**src/rtl/wb_master_arbiter_pkg.sv**
```systemverilog
// -----------------------------------------------------------------------------
// wb_master_arbiter_pkg
// Shared definitions for the two-requester Wishbone master arbiter:
//   - arbiter state encoding (IDLE / OWN0 / OWN1 / DRAIN)
//   - requester port index constants
//   - default bus widths
//   - the arbitration helper used from IDLE and on owner release
// -----------------------------------------------------------------------------
package wb_master_arbiter_pkg;

    localparam int DEF_ADDR_WIDTH = 32;
    localparam int DEF_DATA_WIDTH = 32;

    localparam logic PORT0 = 1'b0;
    localparam logic PORT1 = 1'b1;

    // OWN0/OWN1 encodings equal the one-hot grant vector of their owner.
    typedef enum logic [1:0] {
        ST_IDLE  = 2'b00,
        ST_OWN0  = 2'b01,
        ST_OWN1  = 2'b10,
        ST_DRAIN = 2'b11
    } arb_state_e;

    // Pick the next owner from the raw cyc requests. On a tie the winner is
    // the fixed high-priority port, or the port that did not own the bus
    // last when round robin is enabled.
    function automatic arb_state_e arbitrate(
        input logic req0,
        input logic req1,
        input logic hi_prio,
        input logic round_robin,
        input logic last_owner
    );
        arb_state_e res;
        logic       tie_winner;
        tie_winner = round_robin ? ~last_owner : hi_prio;
        if (req0 && req1) begin
            res = (tie_winner == PORT1) ? ST_OWN1 : ST_OWN0;
        end else if (req0) begin
            res = ST_OWN0;
        end else if (req1) begin
            res = ST_OWN1;
        end else begin
            res = ST_IDLE;
        end
        return res;
    endfunction

endpackage

```
**src/rtl/wb_master_arbiter_watchdog.sv**
```systemverilog
// -----------------------------------------------------------------------------
// wb_watchdog
// Bus watchdog for the master arbiter. Counts owned cycles without ACK,
// saturates at TIMEOUT and flags expiry while the bus is owned. TIMEOUT = 0
// disables the watchdog entirely.
// Ports:
//   clk        in  clock, rising edge
//   reset      in  asynchronous active-high reset
//   clear_i    in  clear the counter (idle, new grant, or slave ACK)
//   incr_i     in  owner is holding cyc this cycle
//   own_i      in  arbiter is in an OWN state
//   ack_i      in  slave ACK this cycle
//   expired_o  out counter at TIMEOUT with no ACK while owned
// -----------------------------------------------------------------------------
module wb_watchdog
    import wb_master_arbiter_pkg::*;
#(
    parameter int TIMEOUT = 255,
    parameter int CW      = 8
) (
    input  logic clk,
    input  logic reset,
    input  logic clear_i,
    input  logic incr_i,
    input  logic own_i,
    input  logic ack_i,
    output logic expired_o
);

    localparam logic [CW-1:0] LIMIT   = CW'(TIMEOUT);
    localparam logic          ENABLED = (TIMEOUT != 0) ? 1'b1 : 1'b0;

    logic [CW-1:0] count_q;
    logic [CW-1:0] count_d;

    // Next counter value: clear has priority, then saturating increment.
    always_comb begin
        count_d = count_q;
        if (clear_i) begin
            count_d = {CW{1'b0}};
        end else if (ENABLED && incr_i && (count_q != LIMIT)) begin
            count_d = count_q + CW'(1);
        end else begin
            count_d = count_q;
        end
    end

    // Counter register.
    always_ff @(posedge clk or posedge reset) begin
        if (reset) begin
            count_q <= {CW{1'b0}};
        end else begin
            count_q <= count_d;
        end
    end

    // Expiry is combinational so the abort lands in the cycle the count hits TIMEOUT.
    assign expired_o = ENABLED && own_i && !ack_i && (count_q == LIMIT);

endmodule

```
**src/rtl/wb_master_arbiter.sv**
```systemverilog
// -----------------------------------------------------------------------------
// wb_master_arbiter
// Shares the CPU's single Wishbone master port between the instruction fetch
// unit (port 0) and the load/store unit (port 1). The bus is granted for a
// whole CYC cycle; the owner's signals are muxed out and ACK/STALL/ERR go
// back to the owner only. A watchdog aborts a stuck cycle with ERR and the
// arbiter then waits in DRAIN until the former owner drops cyc.
// Ports:
//   clk, reset                 clock and asynchronous active-high reset
//   mN_cyc/stb/we/addr/data_w  requester N bus request (N = 0, 1)
//   mN_ack/stall/err/data_r    responses to requester N
//   o_wb_cyc/stb, o_we,
//   o_addr, o_data             muxed bus towards the interconnect
//   i_wb_ack/stall, i_data     slave responses
//   o_grant                    one-hot current owner, 0 when nobody owns
// -----------------------------------------------------------------------------
module wb_master_arbiter
    import wb_master_arbiter_pkg::*;
#(
    parameter int ADDR_WIDTH   = DEF_ADDR_WIDTH,
    parameter int DATA_WIDTH   = DEF_DATA_WIDTH,
    parameter int HI_PRIO_PORT = 1,
    parameter int ROUND_ROBIN  = 0,
    parameter int TIMEOUT      = 255
) (
    input  logic                  clk,
    input  logic                  reset,
    input  logic                  m0_cyc,
    input  logic                  m0_stb,
    input  logic                  m0_we,
    input  logic [ADDR_WIDTH-1:0] m0_addr,
    input  logic [DATA_WIDTH-1:0] m0_data_w,
    output logic                  m0_ack,
    output logic                  m0_stall,
    output logic                  m0_err,
    output logic [DATA_WIDTH-1:0] m0_data_r,
    input  logic                  m1_cyc,
    input  logic                  m1_stb,
    input  logic                  m1_we,
    input  logic [ADDR_WIDTH-1:0] m1_addr,
    input  logic [DATA_WIDTH-1:0] m1_data_w,
    output logic                  m1_ack,
    output logic                  m1_stall,
    output logic                  m1_err,
    output logic [DATA_WIDTH-1:0] m1_data_r,
    output logic                  o_wb_cyc,
    output logic                  o_wb_stb,
    output logic                  o_we,
    output logic [ADDR_WIDTH-1:0] o_addr,
    output logic [DATA_WIDTH-1:0] o_data,
    input  logic                  i_wb_ack,
    input  logic                  i_wb_stall,
    input  logic [DATA_WIDTH-1:0] i_data,
    output logic [1:0]            o_grant
);

    localparam logic HI_PRIO_BIT = (HI_PRIO_PORT != 0) ? 1'b1 : 1'b0;
    localparam logic RR_BIT      = (ROUND_ROBIN != 0) ? 1'b1 : 1'b0;
    localparam int   CW          = (TIMEOUT > 1) ? $clog2(TIMEOUT + 1) : 1;

    arb_state_e state_q;
    arb_state_e state_d;
    logic       last_q;
    logic       last_d;
    logic       grant_s;
    logic       own_s;
    logic       owner_cyc_s;
    logic       former_cyc_s;
    logic       wd_clear_s;
    logic       wd_expired_s;

    assign own_s        = (state_q == ST_OWN0) || (state_q == ST_OWN1);
    assign owner_cyc_s  = (state_q == ST_OWN1) ? m1_cyc : m0_cyc;
    // In DRAIN the last granted port is the former owner.
    assign former_cyc_s = (last_q == PORT1) ? m1_cyc : m0_cyc;
    assign wd_clear_s   = (state_q == ST_IDLE) || grant_s || i_wb_ack;

    wb_watchdog #(
        .TIMEOUT (TIMEOUT),
        .CW      (CW)
    ) u_watchdog (
        .clk       (clk),
        .reset     (reset),
        .clear_i   (wd_clear_s),
        .incr_i    (own_s && owner_cyc_s),
        .own_i     (own_s),
        .ack_i     (i_wb_ack),
        .expired_o (wd_expired_s)
    );

    // Next-state logic: arbitration from IDLE or on release, abort to DRAIN.
    always_comb begin
        state_d = state_q;
        last_d  = last_q;
        grant_s = 1'b0;
        case (state_q)
            ST_IDLE: begin
                state_d = arbitrate(m0_cyc, m1_cyc, HI_PRIO_BIT, RR_BIT, last_q);
            end
            ST_OWN0: begin
                if (wd_expired_s) begin
                    state_d = ST_DRAIN;
                end else if (!m0_cyc) begin
                    // Release: the other port may be granted at this same edge.
                    state_d = arbitrate(m0_cyc, m1_cyc, HI_PRIO_BIT, RR_BIT, last_q);
                end else begin
                    state_d = ST_OWN0;
                end
            end
            ST_OWN1: begin
                if (wd_expired_s) begin
                    state_d = ST_DRAIN;
                end else if (!m1_cyc) begin
                    state_d = arbitrate(m0_cyc, m1_cyc, HI_PRIO_BIT, RR_BIT, last_q);
                end else begin
                    state_d = ST_OWN1;
                end
            end
            ST_DRAIN: begin
                if (!former_cyc_s) begin
                    state_d = ST_IDLE;
                end else begin
                    state_d = ST_DRAIN;
                end
            end
            default: begin
                state_d = ST_IDLE;
            end
        endcase

        if (((state_d == ST_OWN0) || (state_d == ST_OWN1)) && (state_d != state_q)) begin
            grant_s = 1'b1;
            last_d  = (state_d == ST_OWN1) ? PORT1 : PORT0;
        end else begin
            grant_s = 1'b0;
            last_d  = last_q;
        end
    end

    // State and last-owner registers.
    always_ff @(posedge clk or posedge reset) begin
        if (reset) begin
            state_q <= ST_IDLE;
            last_q  <= PORT0;
        end else begin
            state_q <= state_d;
            last_q  <= last_d;
        end
    end

    // Bus mux and response routing, combinational from the current owner.
    always_comb begin
        o_wb_cyc = 1'b0;
        o_wb_stb = 1'b0;
        o_we     = 1'b0;
        o_addr   = {ADDR_WIDTH{1'b0}};
        o_data   = {DATA_WIDTH{1'b0}};
        o_grant  = 2'b00;
        m0_ack   = 1'b0;
        m0_stall = 1'b1;
        m0_err   = 1'b0;
        m1_ack   = 1'b0;
        m1_stall = 1'b1;
        m1_err   = 1'b0;
        case (state_q)
            ST_OWN0: begin
                // A watchdog abort forces cyc/stb low in the expiry cycle.
                o_wb_cyc = m0_cyc && !wd_expired_s;
                o_wb_stb = m0_cyc && m0_stb && !wd_expired_s;
                o_we     = m0_we;
                o_addr   = m0_addr;
                o_data   = m0_data_w;
                o_grant  = 2'b01;
                m0_ack   = i_wb_ack;
                m0_stall = i_wb_stall;
                m0_err   = wd_expired_s;
            end
            ST_OWN1: begin
                o_wb_cyc = m1_cyc && !wd_expired_s;
                o_wb_stb = m1_cyc && m1_stb && !wd_expired_s;
                o_we     = m1_we;
                o_addr   = m1_addr;
                o_data   = m1_data_w;
                o_grant  = 2'b10;
                m1_ack   = i_wb_ack;
                m1_stall = i_wb_stall;
                m1_err   = wd_expired_s;
            end
            default: begin
                // IDLE and DRAIN: bus quiet, stray ACKs dropped, both stalled.
                o_wb_cyc = 1'b0;
                o_grant  = 2'b00;
            end
        endcase
    end

    // Read data is broadcast; requesters qualify it with their ACK.
    assign m0_data_r = i_data;
    assign m1_data_r = i_data;

endmodule

```
**config.mk**
```make
export PLATFORM = sky130hd
export DESIGN_NAME = wb_master_arbiter
export DESIGN_NICKNAME = d
export VERILOG_FILES = /design/src/rtl/wb_master_arbiter_pkg.sv /design/src/rtl/wb_master_arbiter_watchdog.sv /design/src/rtl/wb_master_arbiter.sv
export SDC_FILE = /design/constraint.sdc
export NUM_CORES = 1
export LEC_CHECK = 0
export BUFFER_PORTS_ARGS = -buffer_cell sky130_fd_sc_hd__buf_2
export CELL_PAD_IN_SITES_DETAIL_PLACEMENT = 1
export CELL_PAD_IN_SITES_GLOBAL_PLACEMENT = 2
export CORE_ASPECT_RATIO = 0.5
export CORE_MARGIN = 2
export CORE_UTILIZATION = 15
export CTS_CLUSTER_SIZE = 10
export DETAILED_ROUTE_END_ITERATION = 10
export PLACE_DENSITY_LB_ADDON = 0.1
export SETUP_SLACK_MARGIN = 0.05
export SYNTH_ARGS = -nofsm -noshare
export SYNTH_HDL_FRONTEND = slang
export SYNTH_SLANG_ARGS = --single-unit
```
**constraint.sdc**
```tcl
create_clock -name clk -period 9.4 [get_ports clk]
set_input_delay 1.41 -clock clk [delete_from_list [all_inputs] [get_ports clk]]
set_output_delay 1.41 -clock clk [all_outputs]
set_load 0.01 [all_outputs]
```
# Word level (Yosys, flattened, before mapping)
# Index checks and enable logic that the tools add are counted.
dict set report totals {
  ff_bits 11
  input_bits 170
  output_inout_bits 139
  word_cells 62
}
dict set report classes {
  addsub 1
  eq_ne 8
  mux 30
  reduce_logical 20
}
# cell n
set ops {}
lappend ops {{$pmux 32 s2} 2}
lappend ops {{$mux 2} 10}
lappend ops {{$mux 8} 2}
lappend ops {{$logic_and 1x1->1} 12}
lappend ops {{$mux 1} 11}
lappend ops {{$add 8x1->8 const B} 1}
lappend ops {{$eq 8x8->1 const B} 1}
lappend ops {{$ne 8x8->1 const B} 1}
lappend ops {{$pmux 2 s4} 1}
lappend ops {{$eq 2x2->1 const B} 3}
lappend ops {{$pmux 1 s2} 3}
lappend ops {{$eq 2x1->1 const B} 2}
lappend ops {{$logic_or 1x1->1} 4}
lappend ops {{$pmux 2 s2} 1}
lappend ops {{$logic_not 1->1} 2}
lappend ops {{$logic_not 2->1} 1}
lappend ops {{$ne 2x2->1} 1}
lappend ops {{$reduce_bool 2->1} 1}

# Longest topological paths before layout
# Gate-level depths: netlist (run 1).
dict set report depth {
  word_depth 13
  ltp_mapped 14
  depth_no_buf 13
}

# Hierarchy
# A second synthesis (run 1) with hierarchy kept.
dict set report unflattened {
  hier_cells 313
  area_unflattened_um2 2354.8
}
# mod instances cells_per_inst area_per_inst_um2 seq_area_each_um2
set by_module_without_submodules {}
lappend by_module_without_submodules {wb_master_arbiter 1 262 1873.0 75.1}
lappend by_module_without_submodules {wb_watchdog 1 51 481.7 200.2}

# Worst setup path after synthesis (run 1)
# OpenSTA, ideal clock, no wires.
dict set report synth_path {
  path_kind {input to register}
  startpoint {input port i_wb_ack}
  endpoint {register last_q}
  setup_ns 0.125
  arrival_ns 3.526
  slack_ns 5.749
  stages 10
  n_path_buf 0
  path_cell_list {nor4b_4 -> a221oi_1 -> nand2_1 -> inv_1 -> ha_1 -> nand2b_1 -> a2111oi_0 -> a221oi_2 -> and2_1 -> mux2_4}
}
dict set report synth_via {
  elab_chain_cells 8
  elab_cells_between_ends 12
}
# item line
set synth_lines {}
lappend synth_lines {{start: declaration} wb_master_arbiter.sv:51} ;# input logic i_wb_ack,
lappend synth_lines {{$logic_not 1->1 (*)} wb_master_arbiter_watchdog.sv:58} ;# assign expired_o = ENABLED && own_i && !ack_i && (count_q == LIMIT);
lappend synth_lines {{$logic_and 1x1->1 (*) (2 in series)} wb_master_arbiter_watchdog.sv:58}
lappend synth_lines {{$mux 2 (on tied branches)} {wb_master_arbiter.sv:111, wb_master_arbiter.sv:101}}
lappend synth_lines {{$pmux 2 s4 (*)} wb_master_arbiter.sv:96} ;# case (state_q)
lappend synth_lines {{net state_d[0]} wb_master_arbiter.sv:62} ;# arb_state_e state_d;
lappend synth_lines {{$eq 2x1->1 / $eq 2x2->1 (equally long branches)} {wb_master_arbiter.sv:131, wb_master_arbiter.sv:133}}
lappend synth_lines {{$logic_or 1x1->1} wb_master_arbiter.sv:131} ;# if (((state_d == ST_OWN0) || (state_d == ST_OWN1)) && (state_d != state_q)) begin
lappend synth_lines {{$logic_and 1x1->1} wb_master_arbiter.sv:131}
lappend synth_lines {{end signal: assignment} wb_master_arbiter.sv:147} ;# last_q <= last_d;
lappend synth_lines {{end: declaration} wb_master_arbiter.sv:63} ;# logic last_q;
# Mark *: on every way through the listed nets, which the timed path passes. The rest lies on a longest branch.
# A chain may end at the register's enable or synchronous reset.

# Worst setup path in the final report (run 1)
dict set report layout_path {
  startpoint {register state_q[1]}
  endpoint {register last_q}
}
dict set report layout_via {
  elab_chain_cells 9
  elab_cells_between_ends 16
}
# item line
set layout_lines {}
lappend layout_lines {{start: declaration} wb_master_arbiter.sv:61} ;# arb_state_e state_q;
lappend layout_lines {{start signal: assignment} wb_master_arbiter.sv:146} ;# state_q <= state_d;
lappend layout_lines {{$eq 2x1->1 / $eq 2x2->1 (equally long branches)} {wb_master_arbiter.sv:72, wb_master_arbiter.sv:96}}
lappend layout_lines {{$logic_or 1x1->1} wb_master_arbiter.sv:72} ;# assign own_s = (state_q == ST_OWN0) || (state_q == ST_OWN1);
lappend layout_lines {{$logic_and 1x1->1 (2 in series)} wb_master_arbiter_watchdog.sv:58}
lappend layout_lines {{$mux 2 (on tied branches)} {wb_master_arbiter.sv:111, wb_master_arbiter.sv:101}}
lappend layout_lines {{$pmux 2 s4 (*)} wb_master_arbiter.sv:96}
lappend layout_lines {{net state_d[0]} wb_master_arbiter.sv:62}
lappend layout_lines {{$eq 2x1->1 / $eq 2x2->1 (equally long branches)} {wb_master_arbiter.sv:131, wb_master_arbiter.sv:133}}
lappend layout_lines {{$logic_or 1x1->1} wb_master_arbiter.sv:131}
lappend layout_lines {{$logic_and 1x1->1} wb_master_arbiter.sv:131}
# Marks and branches as above.

==> results of run 1 <==
-- stage by stage --
step,worst slack (ns),utilization [%],hold WS (ns),instances
2_1_floorplan,5.75,-,0.513,311
3_3_place_gp,5.28,20.3,0.538,642
3_5_place_dp,5.24,20.3,0.551,642
4_1_cts,5.33,20.8,0.561,646
5_1_grt,4.97,20.8,0.609,646
6_report,5.37,20.8,0.560,646
-- critical path: cells and delay by family, from the launching register on --
kind | cells | cell delay (ns)
AND/OR/NAND/NOR | 4 | 1.02
adder cells (fa/ha/maj) | 2 | 0.63
AO/OA/AOI/OAI | 3 | 0.81
buffers and inverters | 3 | 0.65
multiplexers | 1 | 0.29
flip-flops | 1 | 0.46
-- cells in the final DEF (no fill, tap or decap), drive strengths merged, types with 3 or more instances in the layout --
master,Yosys,final
xnor2,3,3
buf,66,215
mux2i,3,3
nand2b,4,4
and2,6,6
ha,8,8
inv,6,6
nand2,3,3
clkbuf,22,4
nor2b,67,67
dfrtp,11,11
xor2,4,4
a22oi,67,67
nand4,4,4
nor2,16,16
-- sequential cells by signal, indices dropped and copies added, names as in the netlist --
| signal | cells |
|---|---|
| state_q | 2 |
| last_q | 1 |
| u_watchdog.count_q | 8 |
-- where the power goes --
group | leakage [nW] | total (mW) | internal [mW] | switching (mW)
Clock | 0.0382 | 0.0802 | 0.0572 | 0.0231
Combinational | 1.40 | 0.695 | 0.298 | 0.397
Sequential | 0.150 | 0.0660 | 0.0545 | 0.0114
-- worst paths after layout --
path                                                        start                           endpoint  slack (ns)  cells after the start
worst max-delay path                         state_q[1]$_DFF_PP0_                 last_q$_DFFE_PP0P_        5.37                     13
worst min-delay path            u_watchdog.count_q[1]$_DFFE_PP0P_  u_watchdog.count_q[1]$_DFFE_PP0P_        0.56                      2
worst max register to register               state_q[1]$_DFF_PP0_                 last_q$_DFFE_PP0P_        5.37                     13
min in group asynchronous                                   reset  u_watchdog.count_q[4]$_DFFE_PP0P_        1.17                      2
max in group asynchronous                                   reset                 last_q$_DFFE_PP0P_        7.91                      2
worst min register to register  u_watchdog.count_q[1]$_DFFE_PP0P_  u_watchdog.count_q[1]$_DFFE_PP0P_        0.56                      2
-- metal layers --
metal	vias to the layer above	routed length (um)	GRT usage (%)	part of all wire (%)
met5	-	0	0	0
met4	0	225	4.13	2.0
met3	37	541	2.12	4.9
met2	78	5940	23.7	54
met1	1258	4320	14.0	39
li1	1282	-	-	-
-- logic make-up (layout without fill, tap and decap cells) --
family,Yosys count,count (layout),share of synthesized area (%)
mux,4,4,1.92
simple gates,110,110,28.8
flops,11,11,11.7
compound gates,77,77,25.0
xor+xnor,7,7,2.61
fa+ha+maj,8,8,4.26
buf+inv,94,225,25.7
-- final cells by class --
class	instances	area share (%)
Timing Repair Buffer	215	33.9
Multi-Input combinational cell	206	46.3
Clock buffer	4	2.47
Sequential cell	11	8.62
Inverter	6	0.705
Tap cell	204	7.99
==> PnR_summary.wiki, run 1 <==
{| class="wikitable"
! Metric !! Value
|-
| Number of nets produced by synthesis || 489
|-
| Post-synthesis instance area || 2350 um2
|-
| Area occupied by multi-input gates || 1480 um2
|-
| Placement Rows || 32
|-
| Endpoint type of the worst setup path || flop
|-
| Number of antenna violations at the first check in global routing || 0
|-
| Area after DPL || 3110 um2
|-
| Port bufs || 212
|-
| H-tree levels || 1
|-
| Final routed DRC violation total || 0
|-
| Post-cts sizing count || 0
|-
| Flop and latch count out of synthesis || 11
|-
| Ranking of synthesized cells by area || sky130_fd_sc_hd__a22oi_1 21%, sky130_fd_sc_hd__buf_4 20%, sky130_fd_sc_hd__nor2b_1 18%
|-
| Fill cell total of the finished layout || 1910
|-
| Final design area excluding fillers || 3190 um2
|-
| Clock Pin Slew Worst Setup and Hold Paths || 0.05 ns
|-
| Max capacitance violation total || 0
|-
| Clock period minus worst slack || 4.03 ns
|-
| First-iteration detailed-routing DRC count || 70
|-
| Main flop type after synthesis || sky130_fd_sc_hd__dfrtp_1
|-
| Clock buffer count from CTS || 3
|-
| Data arrival time at the worst-slack endpoint || 4.15 ns
|-
| Largest net degree at the start of global routing || 74
|-
| Ordered list of cells on the worst path || inv_1, ha_1, buf_4, nor4b_4, a221oi_1, nand2_1, inv_1, ha_1, nand2b_1, a2111oi_0, a221oi_2, and2_1, mux2_4
|-
| Power per standard cell area || 263 nW/um2
|-
| CP Launch Type || flop
|-
| Die span in x || 181 um
|-
| Initial standard-cell utilization of the core || 15.3%
|-
| Count of flip-flops with a built-in enable after synthesis || 0
|-
| Worst skew pair latency || 0.24 ns
|-
| Worst-path cell with the longest stage delay || sky130_fd_sc_hd__nor4b_4
|-
| Worst slew margin relative to its limit || 44.6%
|-
| Critical path class || flop to flop
|-
| Number of vias after detailed routing || 2655
|-
| Syn Inst Count || 311
|-
| Finish-stage setup viols || 0
|-
| Largest voltage drop on the vdd net || 0.000133 V
|-
| Die Outline Area || 16800 um2
|-
| Final worst-path cycle share || 42.9%
|-
| Via/cell ratio || 4.11
|-
| I/O pins || 309
|-
| Pre-antenna DRT Iters || 4
|-
| Worst-case clock buffer depth || 2
|-
| Slowest cell delay on critical path || 0.52 ns
|-
| Total power of the final layout || 0.841 mW
|-
| Portion of synthesized cell area occupied by the leading cell type || 21.4%
|-
| CTS Hold Bufs || 0
|-
| Leak Pwr || 1.58 nW
|-
| Vias in the first global route || 2729
|-
| Most area-hungry cell type in the Yosys netlist || sky130_fd_sc_hd__a22oi_1
|-
| Syn avg cell area || 7.56 um2
|-
| Synth-to-layout area growth || 35.8%
|-
| Actual transition at the worst max-transition pin || 0.831 ns
|-
| Warnings, synthesis || 0
|-
| Commonest cells in the synthesized netlist || 67 x sky130_fd_sc_hd__a22oi_1, 67 x sky130_fd_sc_hd__nor2b_1, 64 x sky130_fd_sc_hd__buf_4
|-
| TritonCTS clock tree || built
|-
| Floorplan core area || 15400 um2
|-
| Post-detailed-route count of antenna-violating nets || 0
|-
| Class of the tightest hold or removal check || flop to flop
|-
| Run status || complete, no violations
|-
| Diodes inserted || 0
|-
| Proportion of register bits with asynchronous set or reset after synthesis || 100%
|-
| Number of distinct library cells after synthesis || 38
|-
| Post-layout nets || 621
|-
| Area used by sequential logic in the layout || 275 um2
|-
| First-pass GRT wire length || 16200 um
|-
| Detailed placer's ending HPWL || 8650 um
|-
| Share of the yosys chip area belonging to registers || 11.7%
|-
| Fraction of layout instances using a drive strength above 1 || 52.5%
|-
| Cell at the root of the clock tree || sky130_fd_sc_hd__clkbuf_16
|-
| Die outline height || 92.5 um
|-
| Worst path required time || 9.52 ns
|-
| Hold Fails Final Rpt || 0
|-
| Total overflow reported by the global router || 0
|-
| Total count of max-transition violations in the final report || 0
|-
| Crit Path Max Fanout || 69
|-
| Highest clock rate || 0.248 GHz
|-
| Post-route setup TNS || 0 ns
|-
| Clk sinks || 11
|-
| Total routing usage reported by global routing || 12.4%
|-
| Total Routed Length || 11000 um
|-
| GP Congestion || 0.705
|-
| Setup repair after global routing missed its margin || no
|-
| WL per Instance || 17.1 um
|-
| Post-Route Skew || 0.00621 ns
|-
| Number of buffers added for setup after CTS || 0
|}
Power figures use the tool's default switching activity.
==> run 2: changes to the inputs <==
- ABC_AREA: default -> 1
- CORE_UTILIZATION: 15 -> 11
- clock period: 9.4 -> 3.7 ns (I/O delays scaled with it)
==> run 2 against run 1 <==
Global-route usage decreased by 2.2 points. Flip-flop and latch count unchanged. Die area increased by 33%. Critical path type is now flop to primary output. Critical endpoint is now o_data[21]. Largest power group unchanged. Highest routed layer unchanged.
==> PnR_summary.wiki, run 2 <==
{| class="wikitable"
! Metric !! Value
|-
| Largest voltage drop on the vdd net || 0.000225 V (+70%)
|-
| Area used by sequential logic in the layout || 275 um2 (unchanged)
|-
| Die span in x || 209 um (+16%)
|-
| Finish-stage setup viols || 0 (unchanged)
|-
| Clock period minus worst slack || 2.83 ns
|-
| Number of nets produced by synthesis || 585 (+20%)
|-
| Post-layout nets || 720 (+16%)
|-
| Vias in the first global route || 3047 (+12%)
|-
| Most frequent standard cell in the layout excluding fill and tap cells || sky130_fd_sc_hd__buf_2
|-
| First-iteration detailed-routing DRC count || 72 (+2.9%)
|-
| Floorplan core area || 20600 um2 (+34%)
|-
| Final worst-path cycle share || 76.4%
|-
| Clock Pin Slew Worst Setup and Hold Paths || 0.04 ns (about the same)
|-
| Fraction of the core area covered by cells at the end of the flow || 16.0% (-4.8 points)
|-
| Via/cell ratio || 3.57 (-13%)
|-
| Number of distinct library cells after synthesis || 27 (-29%)
|-
| Capturing instance or port of the critical path || o_data[21]
|-
| Actual transition at the worst max-transition pin || 0.561 ns (-0.270 ns)
|-
| Worst slack at placement || 1.06 ns (-4.18 ns)
|-
| Final worst setup slack || 0.873 ns (-4.50 ns)
|-
| Commonest cells in the synthesized netlist || 160 x sky130_fd_sc_hd__nand2_1, 66 x sky130_fd_sc_hd__a21oi_1, 64 x sky130_fd_sc_hd__buf_4
|-
| Ranking of synthesized cells by area || sky130_fd_sc_hd__nand2_1 26%, sky130_fd_sc_hd__buf_4 21%, sky130_fd_sc_hd__a21oi_1 14%
|-
| Leak Pwr || 1.71 nW (+7.7%)
|-
| Die Outline Area || 22300 um2 (+33%)
|-
| Largest register FFs || 8 (unchanged)
|-
| Largest register by flop count || u_watchdog.count_q
|-
| Count of flip-flops with a built-in enable after synthesis || 0 (unchanged)
|-
| Setup repair after global routing missed its margin || no
|-
| Critical path class || flop to primary output
|-
| Worst path required time || 3.14 ns (-6.38 ns)
|-
| Warnings, synthesis || 0 (unchanged)
|-
| Synth-to-layout area growth || 42.1%
|-
| Pre-antenna DRT Iters || 4 (unchanged)
|-
| Highest clock rate || 0.354 GHz
|-
| Syn Inst Count || 407 (+31%)
|-
| Class of the tightest hold or removal check || primary input to async pin
|-
| Post-route setup TNS || 0 ns (unchanged)
|-
| Crit Path Max Fanout || 32 (-54%)
|-
| Commonest cells after routing, fill and taps aside || 212 x sky130_fd_sc_hd__buf_2, 160 x sky130_fd_sc_hd__nand2_1, 66 x sky130_fd_sc_hd__a21oi_1
|-
| Number of buffers added for setup after CTS || 0 (unchanged)
|-
| CTS Hold Bufs || 0 (unchanged)
|-
| Most area-hungry cell type in the Yosys netlist || sky130_fd_sc_hd__nand2_1
|-
| Proportion of register bits with asynchronous set or reset after synthesis || 100% (unchanged)
|-
| Data arrival time at the worst-slack endpoint || 2.27 ns (-1.88 ns)
|-
| Reg-to-reg setup timing slack || 1.19 ns (-4.18 ns)
|-
| Main flop type after synthesis || sky130_fd_sc_hd__dfrtp_1
|-
| Total count of max-transition violations in the final report || 0 (unchanged)
|-
| Post-Route Skew || 0.00387 ns (-0.00234 ns)
|-
| Detailed placer's ending HPWL || 9690 um (+12%)
|-
| Clk sinks || 11 (unchanged)
|-
| Number of antenna violations at the first check in global routing || 5 (+5)
|-
| Die outline height || 107 um (+15%)
|-
| Total Routed Length || 12000 um (+8.9%)
|-
| Fraction of layout instances using a drive strength above 1 || 46.6% (-5.9 points)
|-
| GP Congestion || 0.734 (+4.1%)
|-
| Area occupied by multi-input gates || 1380 um2 (-6.5%)
|-
| Clock buffer count from CTS || 3 (unchanged)
|-
| Total overflow reported by the global router || 0 (unchanged)
|-
| H-tree levels || 1 (unchanged)
|-
| TritonCTS clock tree || built
|-
| Length in cells of the worst reg-to-reg path || 12 (-1)
|-
| CP Launch Type || flop
|-
| Flop and latch count out of synthesis || 11 (unchanged)
|-
| Area after DPL || 3200 um2 (+2.8%)
|-
| Portion of synthesized cell area occupied by the leading cell type || 25.9% (+4.5 points)
|-
| Final routed DRC violation total || 0 (unchanged)
|-
| Post-cts sizing count || 0 (unchanged)
|-
| Syn avg cell area || 5.69 um2 (-25%)
|-
| Most numerous cell in the Yosys netlist || sky130_fd_sc_hd__nand2_1
|-
| Total routing usage reported by global routing || 10.1% (-2.2 points)
|-
| Share of the yosys chip area belonging to registers || 11.9% (+0.17 points)
|-
| Cell at the root of the clock tree || sky130_fd_sc_hd__clkbuf_16
|-
| Placement Rows || 37 (+16%)
|-
| Power per standard cell area || 707 nW/um2 (+170%)
|-
| Max capacitance violation total || 0 (unchanged)
|-
| Worst slew margin relative to its limit || 62.6% (+18 points)
|-
| R2R Path End || u_watchdog.count_q[0]$_DFFE_PP0P_
|-
| WL per Instance || 14.7 um (-14%)
|-
| Largest net degree at the start of global routing || 50 (-32%)
|-
| Worst-case clock buffer depth || 2 (unchanged)
|-
| Port bufs || 212 (unchanged)
|-
| Hold Fails Final Rpt || 0 (unchanged)
|-
| Post-detailed-route count of antenna-violating nets || 0 (unchanged)
|-
| Worst setup startpoint || state_q[0]$_DFF_PP0_
|-
| Run status || complete, no violations
|-
| Registers with the highest flip-flop counts || u_watchdog.count_q (8), state_q (2), last_q (1)
|-
| Endpoint type of the worst setup path || primary output
|-
| First-pass GRT wire length || 17500 um (+7.7%)
|-
| Source of the worst register-to-register timing path || state_q[0]$_DFF_PP0_
|-
| Number of vias after detailed routing || 2922 (+10%)
|-
| Fill cell total of the finished layout || 2625 (+37%)
|-
| Final design area excluding fillers || 3290 um2 (+3.1%)
|-
| Post-synthesis instance area || 2320 um2 (-1.4%)
|-
| I/O pins || 309 (unchanged)
|-
| Initial standard-cell utilization of the core || 11.2% (-4.0 points)
|-
| Worst skew pair latency || 0.24 ns (about the same)
|}
==> run 2: changes by cell type in the layout (fill, tap and decap cells not counted), sizes merged, moves of 6 or more <==
cell   change
a21oi     +65
a22oi     -67
and2       -6
inv       +16
nand2    +166
nand3      +9
nor2b     -67
==> run 2: layout make-up <==
| class | count | area share, % |
|---|---|---|
| repair buffers | 217 | 33.8 |
| well taps | 273 | 10.4 |
| clock buffers | 4 | 2.39 |
| inverters | 24 | 2.77 |
| diodes | 5 | 0.380 |
| flip-flops and latches | 11 | 8.36 |
| multi-input cells | 285 | 42.0 |
==> run 2: through the flow <==
stage	power [mW]	instances	hold WS, ns
floorplan	1.45	407	0.407
global placement	2.24	810	0.553
detailed placement	2.21	810	0.561
CTS	2.42	814	0.348
global route	2.58	819	0.375
finish	2.33	819	0.321
==> run 2: worst min path at each step <==
stage | from | end | slack [ns] | cells after the start
2_1_floorplan | reset | last_q$_DFFE_PP0P_ | 0.41 | 1
3_3_place_gp | last_q$_DFFE_PP0P_ | last_q$_DFFE_PP0P_ | 0.55 | 2
3_5_place_dp | last_q$_DFFE_PP0P_ | last_q$_DFFE_PP0P_ | 0.56 | 2
4_1_cts | reset | u_watchdog.count_q[7]$_DFFE_PP0P_ | 0.35 | 2
5_1_grt | reset | u_watchdog.count_q[7]$_DFFE_PP0P_ | 0.38 | 2
6_report | reset | u_watchdog.count_q[7]$_DFFE_PP0P_ | 0.32 | 2
==> run 2: critical path, stage by stage, from the launching register on <==
cell and delay (ns):
sky130_fd_sc_hd__dfrtp_1 0.43, sky130_fd_sc_hd__inv_1 0.15, sky130_fd_sc_hd__ha_2 0.55, sky130_fd_sc_hd__buf_4 0.44, sky130_fd_sc_hd__nand2_1 0.09, sky130_fd_sc_hd__a21oi_1 0.17
sky130_fd_sc_hd__buf_2 0.16
==> run 2: cell families (layout without fill, tap and decap cells) <==
group | count (synthesis) | after routing | synth area share (%)
xor gates and xnor gates | 5 | 5 | 1.89
DFF | 11 | 11 | 11.9
AOI/OAI and AO/OA | 70 | 70 | 15.8
buffers and inverters | 111 | 245 | 28.7
other | 0 | 5 | 0
and+or+nand+nor | 202 | 202 | 37.4
adders and majority gates | 8 | 8 | 4.32
==> run 2: per-layer routing <==
metal / wire length [um] / vias to the layer above / GRT usage [%]
met5: 0 / - / 0
met4: 386 / 0 / 5.05
met3: 385 / 31 / 0.996
met2: 6530 / 72 / 19.6
met1: 4720 / 1345 / 11.2
li1: - / 1474 / -
==> run 2: where the power goes <==
group	internal [mW]	total [mW]	switching, mW
logic	0.641	1.95	1.31
registers	0.142	0.170	0.0280
clock network	0.145	0.203	0.0579
total	0.928	2.33	1.40
==> run 3: changes to the inputs <==
- clock period: 3.7 -> 2.6 ns (I/O delays scaled with it)
==> run 3 against run 2 <==
Global-route usage shrank 0.22 points. Clock power grew 38%. Clock skew is 0.0033 ns lower. Hold slack worse by 0.17 ns. Design area rose by 2.0%. Critical endpoint is now o_data[23]. Sequential share of layout area fell by 0.17 points. Highest routed layer unchanged.
==> PnR_summary.wiki, run 3 (same netlist as run 2, synthesis figures left out) <==
{| class="wikitable"
! Metric !! Value
|-
| Worst slew margin relative to its limit || 68.6% (+6.0 points)
|-
| Finish-stage setup viols || 0 (unchanged)
|-
| Post-layout nets || 724 (+0.56%)
|-
| Commonest cells after routing, fill and taps aside || 212 x sky130_fd_sc_hd__buf_2, 160 x sky130_fd_sc_hd__nand2_1, 66 x sky130_fd_sc_hd__a21oi_1
|-
| Setup repair after global routing missed its margin || no
|-
| Final routed DRC violation total || 0 (unchanged)
|-
| Cell at the root of the clock tree || sky130_fd_sc_hd__clkbuf_16
|-
| Hold Fails Final Rpt || 0 (unchanged)
|-
| GP Congestion || 0.711 (-3.2%)
|-
| Highest metal layer with signal wires || met4
|-
| Floorplan core area || 20600 um2 (unchanged)
|-
| Number of antenna violations at the first check in global routing || 3 (-2)
|-
| Critical path class || flop to primary output
|-
| Total power of the final layout || 3.42 mW (+47%)
|-
| Power per standard cell area || 1020 nW/um2 (+44%)
|-
| Largest register FFs || 8 (unchanged)
|-
| Met3 wire len || 407 um (+5.7%)
|-
| Registers with the highest flip-flop counts || u_watchdog.count_q (8), state_q (2), last_q (1)
|-
| Clock Pin Slew Worst Setup and Hold Paths || 0.04 ns (about the same)
|-
| Die span in x || 209 um (unchanged)
|-
| I/O pins || 309 (unchanged)
|-
| Area after DPL || 3270 um2 (+2.1%)
|-
| Total overflow reported by the global router || 0 (unchanged)
|-
| Largest register by flop count || u_watchdog.count_q
|-
| Data arrival time at the worst-slack endpoint || 1.93 ns (-0.34 ns)
|-
| Fraction of layout instances using a drive strength above 1 || 47.0% (+0.39 points)
|-
| Total count of max-transition violations in the final report || 0 (unchanged)
|-
| Clk sinks || 11 (unchanged)
|-
| Leak Pwr || 1.74 nW (+2.0%)
|-
| Placement Rows || 37 (unchanged)
|-
| Detailed placer's ending HPWL || 9350 um (-3.5%)
|-
| Crit Path Max Fanout || 18 (-44%)
|-
| Worst skew pair latency || 0.24 ns (about the same)
|-
| Post-detailed-route count of antenna-violating nets || 0 (unchanged)
|-
| CTS Hold Bufs || 0 (unchanged)
|-
| Post-Route Skew || 0.000603 ns (-0.00327 ns)
|-
| Highest clock rate || 0.430 GHz
|-
| WL per Instance || 14.0 um (-4.8%)
|-
| Total routed wire length on the met1 layer || 4380 um (-7.2%)
|-
| TritonCTS clock tree || built
|-
| Vias in the first global route || 3137 (+3.0%)
|-
| Area used by sequential logic in the layout || 275 um2 (unchanged)
|-
| Port bufs || 212 (unchanged)
|-
| Inst Count DP || 814 (+0.49%)
|-
| Pre-antenna DRT Iters || 4 (unchanged)
|-
| Clock buffer count from CTS || 3 (unchanged)
|-
| H-tree levels || 1 (unchanged)
|-
| Routed length on met2 || 6340 um (-2.9%)
|-
| Total routing usage reported by global routing || 9.92% (-0.22 points)
|-
| Clock period minus worst slack || 2.32 ns
|-
| Total Routed Length || 11500 um (-4.5%)
|-
| Post-route setup TNS || 0 ns (unchanged)
|-
| First-pass GRT wire length || 17400 um (-0.47%)
|-
| Number of standard cells in the layout, taps in and fillers out || 821 (+0.24%)
|-
| Via/cell ratio || 3.61 (+1.1%)
|-
| Area occupied by multi-input gates || 1380 um2 (unchanged)
|-
| Max capacitance violation total || 0 (unchanged)
|-
| Worst path required time || 2.21 ns (-0.93 ns)
|-
| Worst-case clock buffer depth || 2 (unchanged)
|-
| Largest voltage drop on the vdd net || 0.000677 V (+200%)
|-
| Initial standard-cell utilization of the core || 11.2% (unchanged)
|-
| Die Outline Area || 22300 um2 (unchanged)
|-
| Final worst-path cycle share || 89.4%
|-
| Endpoint type of the worst setup path || primary output
|-
| Most frequent standard cell in the layout excluding fill and tap cells || sky130_fd_sc_hd__buf_2
|-
| Die outline height || 107 um (unchanged)
|-
| Number of vias after detailed routing || 2960 (+1.3%)
|-
| Actual transition at the worst max-transition pin || 0.471 ns (-0.0900 ns)
|-
| Final design area excluding fillers || 3360 um2 (+2.0%)
|-
| First-iteration detailed-routing DRC count || 88 (+22%)
|-
| Synth-to-layout area growth || 44.9%
|-
| Run status || complete, no violations
|-
| Class of the tightest hold or removal check || primary input to async pin
|-
| CP Launch Type || flop
|-
| Largest net degree at the start of global routing || 68 (+36%)
|-
| Fill cell total of the finished layout || 2599 (-0.99%)
|}
[run 3: final timing paths]
check                                      from  slack [ns]                                 to  cells past startpoint
setup / recovery           state_q[1]$_DFF_PP0_        0.28                         o_data[23]                      6
hold / removal                            reset        0.15                 last_q$_DFFE_PP0P_                      2
setup reg to reg           state_q[1]$_DFF_PP0_        0.28  u_watchdog.count_q[4]$_DFFE_PP0P_                     14
hold reg to reg              last_q$_DFFE_PP0P_        0.57                 last_q$_DFFE_PP0P_                      2
max in group asynchronous                 reset        2.14  u_watchdog.count_q[6]$_DFFE_PP0P_                      2
min in group clk             last_q$_DFFE_PP0P_        0.57                 last_q$_DFFE_PP0P_                      2
[run 3: area by class of cell]
type                            instances  share of cell area, %
Clock buffer                            4                   2.35
Antenna cell                            3                  0.224
Timing Repair Buffer                  221                   35.2
Inverter                               24                   2.72
Sequential cell                        11                   8.20
Tap cell                              273                   10.2
Multi-Input combinational cell        285                   41.1
[run 3: power breakdown]
part / internal, mW / switching [mW]
Combinational: 1.02 / 1.89
Sequential: 0.203 / 0.0318
Clock: 0.206 / 0.0739
Total: 1.43 / 2.00
[run 3: per-stage QoR]
stage	util, %	setup slack, ns	hold slack (ns)
CTS	16.2	0.190	0.172
floorplan	-	0.468	0.242
detailed placement	15.9	0.277	0.431
global route	16.3	0.0629	0.197
finish	16.3	0.276	0.152
global placement	15.9	0.258	0.439
[run 3: per-layer routing]
metal,global-route usage [%],vias to the layer above
li1,-,1480
met1,10.7,1382
met4,4.69,0
met3,1.08,31
met5,0,-
met2,19.5,67
[run 3: repair_timing]
action	in CTS	in global routing
resized for setup	0	1
setup endpoints to repair	0	1
setup buffers	0	0
[run 3: worst max-delay path, cell delays in order, from the launching register on]
cell,delay (ns)
sky130_fd_sc_hd__dfrtp_1,0.43
sky130_fd_sc_hd__inv_1,0.15
sky130_fd_sc_hd__ha_2,0.50
sky130_fd_sc_hd__buf_12,0.22
sky130_fd_sc_hd__nand2_1,0.06
sky130_fd_sc_hd__a21oi_1,0.15
sky130_fd_sc_hd__buf_2,0.15
